### config.mk
export PLATFORM = sky130hd
export DESIGN_NAME = hex_bcd_driver
export DESIGN_NICKNAME = d
export VERILOG_FILES = /design/src/rtl/hex_bcd_driver.sv
export SDC_FILE = /design/constraint.sdc
export NUM_CORES = 1
export LEC_CHECK = 0
export BUFFER_PORTS_ARGS = -buffer_cell sky130_fd_sc_hd__buf_2
export CORE_MARGIN = 2
export CORE_UTILIZATION = 55
export DETAILED_ROUTE_END_ITERATION = 10
export PLACE_DENSITY = 0.77
export SYNTH_ARGS = -nofsm -noshare
export SYNTH_HDL_FRONTEND = slang
export SYNTH_SLANG_ARGS = --single-unit
### constraint.sdc
create_clock -name i_clk -period 8.6 [get_ports i_clk]
set_clock_uncertainty 0.1 [all_clocks]
set_input_delay 1.29 -clock i_clk [delete_from_list [all_inputs] [get_ports i_clk]]
set_output_delay 1.29 -clock i_clk [all_outputs]
set_load 0.02 [all_outputs]
### src/rtl/hex_bcd_driver.sv
// hex_bcd_driver: latches a 32-bit store from the LSU and formats it as eight
// seven-segment digits. The format is either hex or unsigned decimal; decimal
// uses iterative double-dabble. All eight digit registers update together in
// COMMIT. A one-entry, last-write-wins pending slot absorbs stores that arrive
// while a conversion is running.
// Optional feature macro: HEX_BLANK_EN. When it is defined, leading zero
// digits in decimal mode are blanked.
module hex_bcd_driver #(
    parameter int unsigned SHIFT_CYC = 32
) (
    input  logic        i_clk,
    input  logic        i_reset,
    input  logic        i_wr_en,
    input  logic [31:0] i_wr_data,
    input  logic        i_mode,
    output logic        o_busy,
    output logic [6:0]  o_io_hex0,
    output logic [6:0]  o_io_hex1,
    output logic [6:0]  o_io_hex2,
    output logic [6:0]  o_io_hex3,
    output logic [6:0]  o_io_hex4,
    output logic [6:0]  o_io_hex5,
    output logic [6:0]  o_io_hex6,
    output logic [6:0]  o_io_hex7
);
    localparam int unsigned DATA_W = 32;
    localparam int unsigned DIGITS = 8;
    localparam int unsigned CNT_W  = $clog2(SHIFT_CYC);

    localparam logic [CNT_W-1:0]  CNT_LAST  = CNT_W'(SHIFT_CYC - 1);
    localparam logic [DATA_W-1:0] DEC_MAX   = 32'd99_999_999;
    localparam logic [6:0]        SEG_BLANK = 7'h7F;
    localparam logic [6:0]        SEG_DASH  = 7'h3F;

    typedef enum logic [1:0] {
        IDLE   = 2'd0,
        LOAD   = 2'd1,
        SHIFT  = 2'd2,
        COMMIT = 2'd3
    } state_t;

    state_t             state;
    logic [DATA_W-1:0]  data_q;
    logic               mode_q;
    logic [DATA_W-1:0]  pend_data;
    logic               pend_mode;
    logic               pend_valid;
    logic [DATA_W-1:0]  shreg;
    logic [DATA_W-1:0]  bcd;
    logic [DATA_W-1:0]  bcd_adj;
    logic [CNT_W-1:0]   cnt;
    logic [6:0]         disp       [DIGITS];
    logic [6:0]         commit_seg [DIGITS];
    logic [3:0]         digit;
    logic               dec_ovf;
`ifdef HEX_BLANK_EN
    logic               lead;
`endif

    // Active-low segment pattern for one nibble (bit0 = a ... bit6 = g).
    function automatic logic [6:0] seg_encode(input logic [3:0] v);
        case (v)
            4'h0:    seg_encode = 7'h40;
            4'h1:    seg_encode = 7'h79;
            4'h2:    seg_encode = 7'h24;
            4'h3:    seg_encode = 7'h30;
            4'h4:    seg_encode = 7'h19;
            4'h5:    seg_encode = 7'h12;
            4'h6:    seg_encode = 7'h02;
            4'h7:    seg_encode = 7'h78;
            4'h8:    seg_encode = 7'h00;
            4'h9:    seg_encode = 7'h10;
            4'hA:    seg_encode = 7'h08;
            4'hB:    seg_encode = 7'h03;
            4'hC:    seg_encode = 7'h46;
            4'hD:    seg_encode = 7'h21;
            4'hE:    seg_encode = 7'h06;
            default: seg_encode = 7'h0E;
        endcase
    endfunction

    assign dec_ovf = (data_q > DEC_MAX);
    assign o_busy  = (state != IDLE) || pend_valid;

    assign o_io_hex0 = disp[0];
    assign o_io_hex1 = disp[1];
    assign o_io_hex2 = disp[2];
    assign o_io_hex3 = disp[3];
    assign o_io_hex4 = disp[4];
    assign o_io_hex5 = disp[5];
    assign o_io_hex6 = disp[6];
    assign o_io_hex7 = disp[7];

    // Double-dabble correction: add 3 to every BCD nibble that is >= 5 before it shifts.
    always_comb begin
        bcd_adj = bcd;
        for (int k = 0; k < 8; k++) begin
            if (bcd[4*k +: 4] >= 4'd5) begin
                bcd_adj[4*k +: 4] = bcd[4*k +: 4] + 4'd3;
            end
        end
    end

    // Digit patterns loaded in COMMIT: hex nibbles, decimal BCD, or dashes on decimal overflow.
    always_comb begin
        digit = 4'h0;
`ifdef HEX_BLANK_EN
        lead  = 1'b1;
`endif
        for (int k = 7; k >= 0; k--) begin
            digit = bcd[4*k +: 4];
            if (!mode_q) begin
                commit_seg[k] = seg_encode(data_q[4*k +: 4]);
            end else if (dec_ovf) begin
                commit_seg[k] = SEG_DASH;
            end else begin
`ifdef HEX_BLANK_EN
                // hex0 always shows a digit, so the value zero still displays as "0".
                if (lead && (digit == 4'h0) && (k != 0)) begin
                    commit_seg[k] = SEG_BLANK;
                end else begin
                    commit_seg[k] = seg_encode(digit);
                    lead          = 1'b0;
                end
`else
                commit_seg[k] = seg_encode(digit);
`endif
            end
        end
    end

    // Conversion FSM, pending slot and the committed digit registers.
    always_ff @(posedge i_clk) begin
        if (!i_reset) begin
            state      <= IDLE;
            data_q     <= '0;
            mode_q     <= 1'b0;
            pend_data  <= '0;
            pend_mode  <= 1'b0;
            pend_valid <= 1'b0;
            shreg      <= '0;
            bcd        <= '0;
            cnt        <= '0;
            for (int k = 0; k < 8; k++) begin
                disp[k] <= SEG_BLANK;
            end
        end else begin
            case (state)
                IDLE: begin
                    if (pend_valid) begin
                        data_q <= pend_data;
                        mode_q <= pend_mode;
                        state  <= LOAD;
                        // A store landing in the consume cycle becomes the next pending entry.
                        if (i_wr_en) begin
                            pend_data <= i_wr_data;
                            pend_mode <= i_mode;
                        end else begin
                            pend_valid <= 1'b0;
                        end
                    end else if (i_wr_en) begin
                        data_q <= i_wr_data;
                        mode_q <= i_mode;
                        state  <= LOAD;
                    end
                end
                LOAD: begin
                    bcd   <= '0;
                    shreg <= data_q;
                    cnt   <= '0;
                    state <= mode_q ? SHIFT : COMMIT;
                end
                SHIFT: begin
                    {bcd, shreg} <= {bcd_adj[DATA_W-2:0], shreg, 1'b0};
                    cnt          <= cnt + 1'b1;
                    if (cnt == CNT_LAST) begin
                        state <= COMMIT;
                    end
                end
                COMMIT: begin
                    for (int k = 0; k < 8; k++) begin
                        disp[k] <= commit_seg[k];
                    end
                    state <= IDLE;
                end
                default: state <= IDLE;
            endcase

            // Stores that arrive mid-conversion overwrite the pending slot.
            if ((state != IDLE) && i_wr_en) begin
                pend_valid <= 1'b1;
                pend_data  <= i_wr_data;
                pend_mode  <= i_mode;
            end
        end
    end

endmodule

== Word-level counts from Yosys, hierarchy flattened ==
Memories as Yosys holds them, arrays and structs flattened. A register that Yosys moved wholly into a read port is not among the register bits.
Cells that the tools add are included.
Storage, ports and cells
  memory bits (read-only): 1792
  input bits: 36
  memories: 17
  output and inout port bits: 57
  word-level logic and storage cells: 160
  bits in registers: 138
  bits in writable memories: 56
Operators by class
  multiplexer cells: 90
  bitwise logic cells: 8
  add/sub/neg operators: 9
  equality and inequality tests: 6
  reduce and logical (&&, ||, !) cells: 12
  magnitude comparators: 9
Memory list
  (no name shown): depth 16, bits a word 7, read ports 1, clocked after Yosys merged registers in 1, write ports 0, RTL line 62  | case (v)
  (no name shown): depth 16, bits a word 7, read ports 1, clocked after Yosys merged registers in 1, write ports 0, RTL line 62
  (no name shown): depth 16, bits a word 7, read ports 1, clocked after Yosys merged registers in 1, write ports 0, RTL line 62
  (no name shown): depth 16, bits a word 7, read ports 1, clocked after Yosys merged registers in 1, write ports 0, RTL line 62
  (no name shown): depth 16, bits a word 7, read ports 1, clocked after Yosys merged registers in 1, write ports 0, RTL line 62
  (no name shown): depth 16, bits a word 7, read ports 1, clocked after Yosys merged registers in 1, write ports 0, RTL line 62
  11 more memories
Operators with widths (count)
  2-to-1 mux 7 bit: 24
  2-to-1 mux 32 bit: 5
  2-to-1 mux 4 bit: 39
  case mux 32 bit (2 select lines): 2
  greater-or-equal comparator 4 x 3 -> 1 bit, second input constant: 8
  > comparator 32 x 27 -> 1 bit, second input constant: 1
  adder 4 x 2 -> 4 bit, second input constant: 7
  2-to-1 mux 1 bit: 14
  nonzero test 2 bit: 6
  case mux 5 bit (2 select lines): 1
  OR 1 bit: 8
  case mux 2 bit (4 select lines): 1
  2-to-1 mux 2 bit: 3
  adder 5 x 1 -> 5 bit, second input constant: 1
  == test 5 bit, second input constant: 1
  == test 2 bit, second input constant: 2
  AND reduction 2 bit: 2
  adder 3 x 2 -> 3 bit, second input constant: 1
  2-to-1 mux 3 bit: 1
  inequality test 3 bit, second input constant: 1
  AND reduction 3 bit: 1
  == test 2 x 1 -> 1 bit, second input constant: 1
  zero test 2 bit: 1
  inequality test 2 bit, second input constant: 1
  other kinds (2): 2

== Depth between registers and ports, before layout ==
Gate-level depths: netlist of the first run.
  depth in word-level cells: 5
  gate-level depth with buffers: 15
  depth with buffers taken out: 12

== Least setup slack after synthesis of the first run ==
OpenSTA, ideal clock, no wires.
  path type: input to register
  start: input port i_reset
  end: memory disp[0][0], enable pin
  path slack: 4.545 ns
  stages on the path: 5
  buffers on the path: 4
  required time: 7.858 ns
  library setup time: 0.642 ns
  arrival: 3.313 ns
  cells stage by stage: buf_4 > buf_2 > buf_2 > clkbuf_1 > nand2b_1
RTL lines
  start: declaration: RTL line 12  | input logic i_reset,
  end: declaration: RTL line 52  | logic [6:0] disp [DIGITS];

==> summary.md, run 1 <==
| Metric | Value |
|---|---|
| Drc violations | 0 |
| Mapped Cells | 1696 |
| Vias in the first global route | 11900 |
| Area delta synth->final | 9.98% |
| CTS resizes | 0 |
| TNS Setup | 0 ns |
| Antenna violations before repair | 0 |
| VDD IR max | 0.176 mV |
| Unrepaired setup endpoints after global routing | no |
| Clk buf depth | 3 |
| Slew @ Worst Pin | 1.18 ns |
| Synthesized area per cell | 9.50 sq um |
| Hold crit path type | flip-flop to flip-flop |
| Outcome | completed |
| EDFF count, synth | 56 |
| Placer congestion estimate | 0.886 |
| Met3 track demand over resource | 2.61% |
| Vias | 12700 |
| Adder-Cell Fraction of Synth Area | 9.25% |
| Register-to-Register Path Depth | 11 |
| Hold Path Depth | 2 |
| Distinct cells, synth | 82 |
| Fin cells | 2144 |
| DRT Pass-1 Iters | 6 |
| Final ANT Viol Nets | 0 |
| Final Cycle Share | 47.4% |
| Die Wd | 175 um |
| Std cell rows | 62 |
| CTS HTree Levels | 1 |
| CTS tree | yes |
| Synth Area in XOR/XNOR | 0.707% |
| Syn_nets | 1851 |
| Critical Path RT | 8.95 ns |
| Core area | 28800 sq um |
| Overflow left after global routing | 0 |
| CP Max Fanout | 40 |
| Top Ports | 93 |
| Flop2flop setup slack | 4.52 ns |
| Initial Util | 56.0% |
| Routed len/inst | 17.8 um |
| Met1 global-route usage | 34.1% |
| Critical path capture point type | flip-flop |
| Flops & latches, synth | 306 |
| PortBufs | 92 |
| Main combinational cell family by area after synthesis | compound AO/OA/AOI/OAI gates |
| Top FF cell, synth | dfxtp_1 |
| Ys Warns | 0 |
| Post-Synth Simple-Gate Area | 13.8% |
| Postcts setup bufs | 0 |
| Hpwl dp | 26100 um |
| Gr busiest metal | met2 |
| Most instantiated cells after synthesis | dfxtp_1 (250), nand2_1 (170), nor2_1 (144) |
| Fillers | 2322 |
| Dpl cells | 2086 |
| Register area share after synthesis | 41.5% |
| Worst-path clk slew | 0.06 ns |
| Post-CTS Hold Buffers | 0 |
| Clk root buf | clkbuf_16 |
| Dominant cell type by area after synthesis | dfxtp_1 |
| TritonCTS buffer count | 31 |
| Most numerous cell in the Yosys netlist | dfxtp_1 |
| Met2 Usage GRT | 39.8% |
| Gr usage total | 24.3% |
| Total Nets Final | 1890 |
| Final Hold Viols | 0 |
| Worst skew pair latency | 0.57 ns |
| Top-area cell type share of the netlist area | 31.1% |
| Drt first-iter violations | 1080 |
| Total die area | 30700 sq um |
| First-pass GRT wire length | 61400 um |
| Pwr dens | 279 nW/um^2 |
| Dominant cells by area after synthesis | dfxtp_1 (31%), edfxtp_1 (10%), ha_1 (9.2%) |
| Leakage power | 0.00704 uW |
| Layout cells sized above 1 | 13.7% |
| Cell Area, Placed | 16700 sq um |
| Vias per cell | 5.92 |
| Maximum Capacitance Violations | 0 |
| Final wirelength | 38100 um |
| # setup viols final | 0 |
| Max frequency | 245 MHz |
| Min Tclk post-route | 4.08 ns |
| Largest net degree at the start of global routing | 84 |
| Worst slew margin | 21.4% |
| Max Slew Vio Count | 0 |
| Worst EP arrival | 4.43 ns |
| Synthesized area | 16100 sq um |
| Post-synth ARST share | 0% |
| Setup crit start kind | flip-flop |
| Synth Area in Compound Gates | 19.7% |
| Die Ht | 175 um |
| Crit path kind | flip-flop to flip-flop |
| Mux cell area share after synthesis | 9.11% |
| Antenna Cells | 0 |
| Clk sinks | 306 |
| Design Area, Final | 17700 sq um |
## critical path: stages (launching register included)
cell	delay [ns]
dfxtp_1	0.40
inv_1	0.12
ha_4	0.54
clkinv_1	0.64
a22o_1	0.41
o21ai_0	0.58
inv_1	0.17
ha_1	0.23
inv_1	0.14
a31oi_1	0.09
and2_1	0.19
a2111o_1	0.33
## cell usage in the layout (no fill, tap or decap), drive strengths merged, types with 5 or more instances in the layout
master,instances
dfxtp,250
nand2b,23
edfxtp,56
clkbuf,37
a31oi,22
o21ai,28
a211oi,75
nor2,145
o221ai,6
mux4,9
a2bb2oi,6
nor3,52
mux2,18
a221o,9
nand2,171
a21oi,101
a32o,6
clkinv,16
mux2i,106
o32ai,16
inv,133
a22o,18
xnor2,13
o21a,11
ha,119
nand4,12
and2,9
o211ai,21
and3,7
nor2b,14
o31ai,11
nand3,26
o22ai,44
buf,101
a311o,5
## per-layer routing
metal | part of all wire (%) | vias up | routed length [um]
li1 | - | 6183 | -
met1 | 46 | 6083 | 17600
met2 | 46 | 356 | 17600
met3 | 4.9 | 65 | 1870
met4 | 2.5 | 0 | 946
met5 | 0 | - | 0
## path summary, 6_finish.rpt
check / start / end
max: state[1] / flip-flop
min: pend_data[11] / pend_data[11]
min reg2reg: pend_data[11] / pend_data[11]
max reg2reg: state[1] / flip-flop
## metrics by stage
stage / util (%) / total power [uW] / hold WS, ns / setup slack, ns
after detailed placement: 58.0 / 3580 / 0.346 / 4.31
after floorplan: - / 3190 / 0.336 / 4.55
after global routing: 61.5 / 5190 / 0.368 / 4.11
final: 61.5 / 4930 / 0.354 / 4.52
after CTS: 61.5 / 4940 / 0.355 / 4.52
after global placement: 58.0 / 3530 / 0.341 / 4.39
## logic make-up after synthesis
logic type | after synthesis
AO/OA/AOI/OAI | 414
XOR/XNOR | 13
adder cells (fa/ha/maj) | 119
buffers and inverters | 228
flip-flops | 306
multiplexers | 133
AND/OR/NAND/NOR | 483
## layout make-up
class,count,area (sq um),share of cell area [%]
Tap cell,384,480,2.71
Clock inverter,21,209,1.18
Clock buffer,37,808,4.56
Sequential cell,306,6690,37.8
Multi-Input combinational cell,1162,8490,48.0
Timing Repair Buffer,101,531,3.00
Inverter,133,502,2.83
## power breakdown
| group | internal [uW] | switching [uW] | total (uW) |
|---|---|---|---|
| logic | 583 | 1040 | 1620 |
| registers | 1770 | 191 | 1960 |
| clock network | 789 | 564 | 1350 |
Power figures use the tool's default switching activity.
==> run 2, diff against run 1 <==
--- a/config.mk
+++ b/config.mk
@@ -5,11 +5,12 @@
 export SDC_FILE = /design/constraint.sdc
 export NUM_CORES = 1
 export LEC_CHECK = 0
+export ABC_AREA = 1
 export BUFFER_PORTS_ARGS = -buffer_cell sky130_fd_sc_hd__buf_2
 export CORE_MARGIN = 2
 export CORE_UTILIZATION = 55
 export DETAILED_ROUTE_END_ITERATION = 10
-export PLACE_DENSITY = 0.77
+export PLACE_DENSITY = 0.8
 export SYNTH_ARGS = -nofsm -noshare
 export SYNTH_HDL_FRONTEND = slang
 export SYNTH_SLANG_ARGS = --single-unit
==> constraint.sdc (replaced) <==
create_clock -name i_clk -period 3.67 [get_ports i_clk]
set_clock_uncertainty 0.1 [all_clocks]
set_input_delay 0.5505 -clock i_clk [delete_from_list [all_inputs] [get_ports i_clk]]
set_output_delay 0.5505 -clock i_clk [all_outputs]
set_load 0.02 [all_outputs]
==> run 2 against run 1 <==
Net effect:
- maximum frequency up 19%
- largest cell class unchanged
- final area is 2.8% higher
- clock power is 140% higher
- worst setup slack lost 4.3 ns
- critical path type unchanged
- non-clock buffer count rose by 11
- area after synthesis rose by 2.0%
- count of clock-buffer cells in the layout up 5
- highest routed layer unchanged
- combinational power grew to 2.7 times the previous value
- synthesized cell count is 35% higher
==> summary.md, run 2 <==
| Metric | Value |
|---|---|
| Outcome | completed |
| Critical Path RT | 4.03 ns |
| First-pass GRT wire length | 64200 um |
| # setup viols final | 0 |
| Final Hold Viols | 0 |
| Layout cells sized above 1 | 9.33% |
| Top FF cell, synth | dfxtp_1 |
| Top Ports | 93 |
| Distinct cells, synth | 40 |
| Clk sinks | 306 |
| Min Tclk post-route | 3.43 ns |
| Antenna violations before repair | 0 |
| Die Wd | 177 um |
| PortBufs | 92 |
| Slew @ Worst Pin | 0.940 ns |
| Total Nets Final | 2508 |
| Final Cycle Share | 93.6% |
| Final wirelength | 39300 um |
| Slowest Stage Delay on Critical Path | 0.60 ns |
| Largest net degree at the start of global routing | 75 |
| CP dominant cell by count | nand2_1 |
| Syn_nets | 2451 |
| Hpwl dp | 27400 um |
| CP Cell Sequence | inv_1, ha_1, nand2_1, inv_2, nand2_1, o21ai_0, nand2_1, inv_1, ha_1, nand3_1, nand2_1, nand2_1, nand2_1 |
| Post-CTS Hold Buffers | 0 |
| Vias | 14700 |
| Initial Util | 55.6% |
| Drc violations | 0 |
| Hold crit path type | input port to flip-flop |
| Synthesized area per cell | 7.15 sq um |
| Dominant cells by area after synthesis | dfxtp_1 (30%), nand2_1 (18%), edfxtp_1 (10%) |
| Routed len/inst | 14.2 um |
| CTS tree | yes |
| Overflow left after global routing | 0 |
| Crit path kind | flip-flop to flip-flop |
| Unrepaired setup endpoints after global routing | no |
| Most instantiated cells after synthesis | nand2_1 (805), dfxtp_1 (250), inv_1 (236) |
| Vias in the first global route | 13600 |
| Vias per cell | 5.31 |
| Std cell rows | 63 |
| Setup crit start kind | flip-flop |
| Drt first-iter violations | 1185 |
| Worst-path clk slew | 0.06 ns |
| CTS HTree Levels | 2 |
| EDFF count, synth | 56 |
| Clk root buf | clkbuf_16 |
| Placer congestion estimate | 0.901 |
| TritonCTS buffer count | 34 |
| Leakage power | 0.00868 uW |
| TNS Setup | 0 ns |
| Synthesized area | 16400 sq um |
| Post-synth ARST share | 0% |
| Most numerous cell in the Yosys netlist | nand2_1 |
| CP Max Fanout | 29 |
| Worst skew pair latency | 0.52 ns |
| Final ANT Viol Nets | 0 |
| Worst EP arrival | 3.79 ns |
| Flops & latches, synth | 306 |
| Core area | 29600 sq um |
| Design Area, Final | 18200 sq um |
| Maximum Capacitance Violations | 0 |
| Postcts setup bufs | 0 |
| Commonest non-fill, non-tap cell in the layout | nand2_1 |
| CTS resizes | 0 |
| Gr usage total | 24.9% |
| DRT Pass-1 Iters | 6 |
| Antenna Cells | 0 |
| WHS | 0.197 ns |
| Die Ht | 177 um |
| Worst slew margin | 37.2% |
| Commonest cells after routing, fill and taps aside | nand2_1 (805), dfxtp_1 (249), inv_1 (235) |
| Area delta synth->final | 10.9% |
| Max Slew Vio Count | 0 |
| Cell Area, Placed | 17100 sq um |
| Final WS setup | 0.236 ns |
| Top-area cell type share of the netlist area | 30.5% |
| Critical path capture point type | flip-flop |
| VDD IR max | 0.502 mV |
| CP max-delay cell | ha_1 |
| Mapped Cells | 2296 |
| Register area share after synthesis | 40.7% |
| Dominant cell type by area after synthesis | dfxtp_1 |
| Ys Warns | 0 |
| Pwr dens | 666 nW/um^2 |
| Place WS | 0.365 ns |
| Total die area | 31300 sq um |
| Max frequency | 291 MHz |
| Clk buf depth | 3 |
-- run 2: worst max-delay path: cells and delay by family (launching register included) --
family	cells	cell delay (ns)
simple gates	7	0.99
fa+ha+maj	2	0.77
compound gates	1	0.38
flops	1	0.41
buf+inv	3	0.71
-- run 2: cells by family (layout without fill, tap and decap cells) --
group           after synthesis  count (layout)  synth area share, %
compound gates              285             285                 9.72
xor+xnor                      1               1               0.0533
fa+ha+maj                   119             119                 9.06
buf+inv                     344             427                 8.42
flops                       306             306                 40.7
simple gates               1241            1241                 32.0
-- run 2: per-layer routing --
metal	vias up	track usage, %	part of all wire [%]
met4	0	8.06	2.7
met2	460	44.2	49
li1	7426	-	-
met1	6725	30.9	43
met3	85	3.63	5.5
met5	-	0	0
-- run 2: through the flow --
stage	util [%]	cells	power [uW]
2_1_floorplan	-	2296	7760
3_3_place_gp	58.0	2707	8770
3_5_place_dp	58.0	2707	8890
4_1_cts	61.6	2769	12100
5_1_grt	61.6	2769	12900
6_report	61.6	2769	12100
-- run 2: path summary, 6_finish.rpt --
check | startpoint | to | slack [ns] | cells past startpoint
worst max-delay path | state[0] | flip-flop | 0.24 | 13
worst min-delay path | i_wr_data[14] | pend_data[14] | 0.20 | 3
worst max register to register | state[0] | flip-flop | 0.24 | 13
worst min register to register | pend_data[28] | pend_data[28] | 0.36 | 2
-- run 2: cell type report --
type | instances | area (sq um)
Timing Repair Buffer | 112 | 651
Sequential cell | 306 | 6690
Tap cell | 390 | 488
Clock inverter | 20 | 125
Fill cell | 2545 | 11300
Multi-Input combinational cell | 1646 | 8370
Inverter | 253 | 952
Clock buffer | 42 | 943
-- run 2: power breakdown --
| part | internal (uW) | switching (uW) |
|---|---|---|
| clock | 1850 | 1400 |
| sequential | 4150 | 303 |
| combinational | 1310 | 3140 |
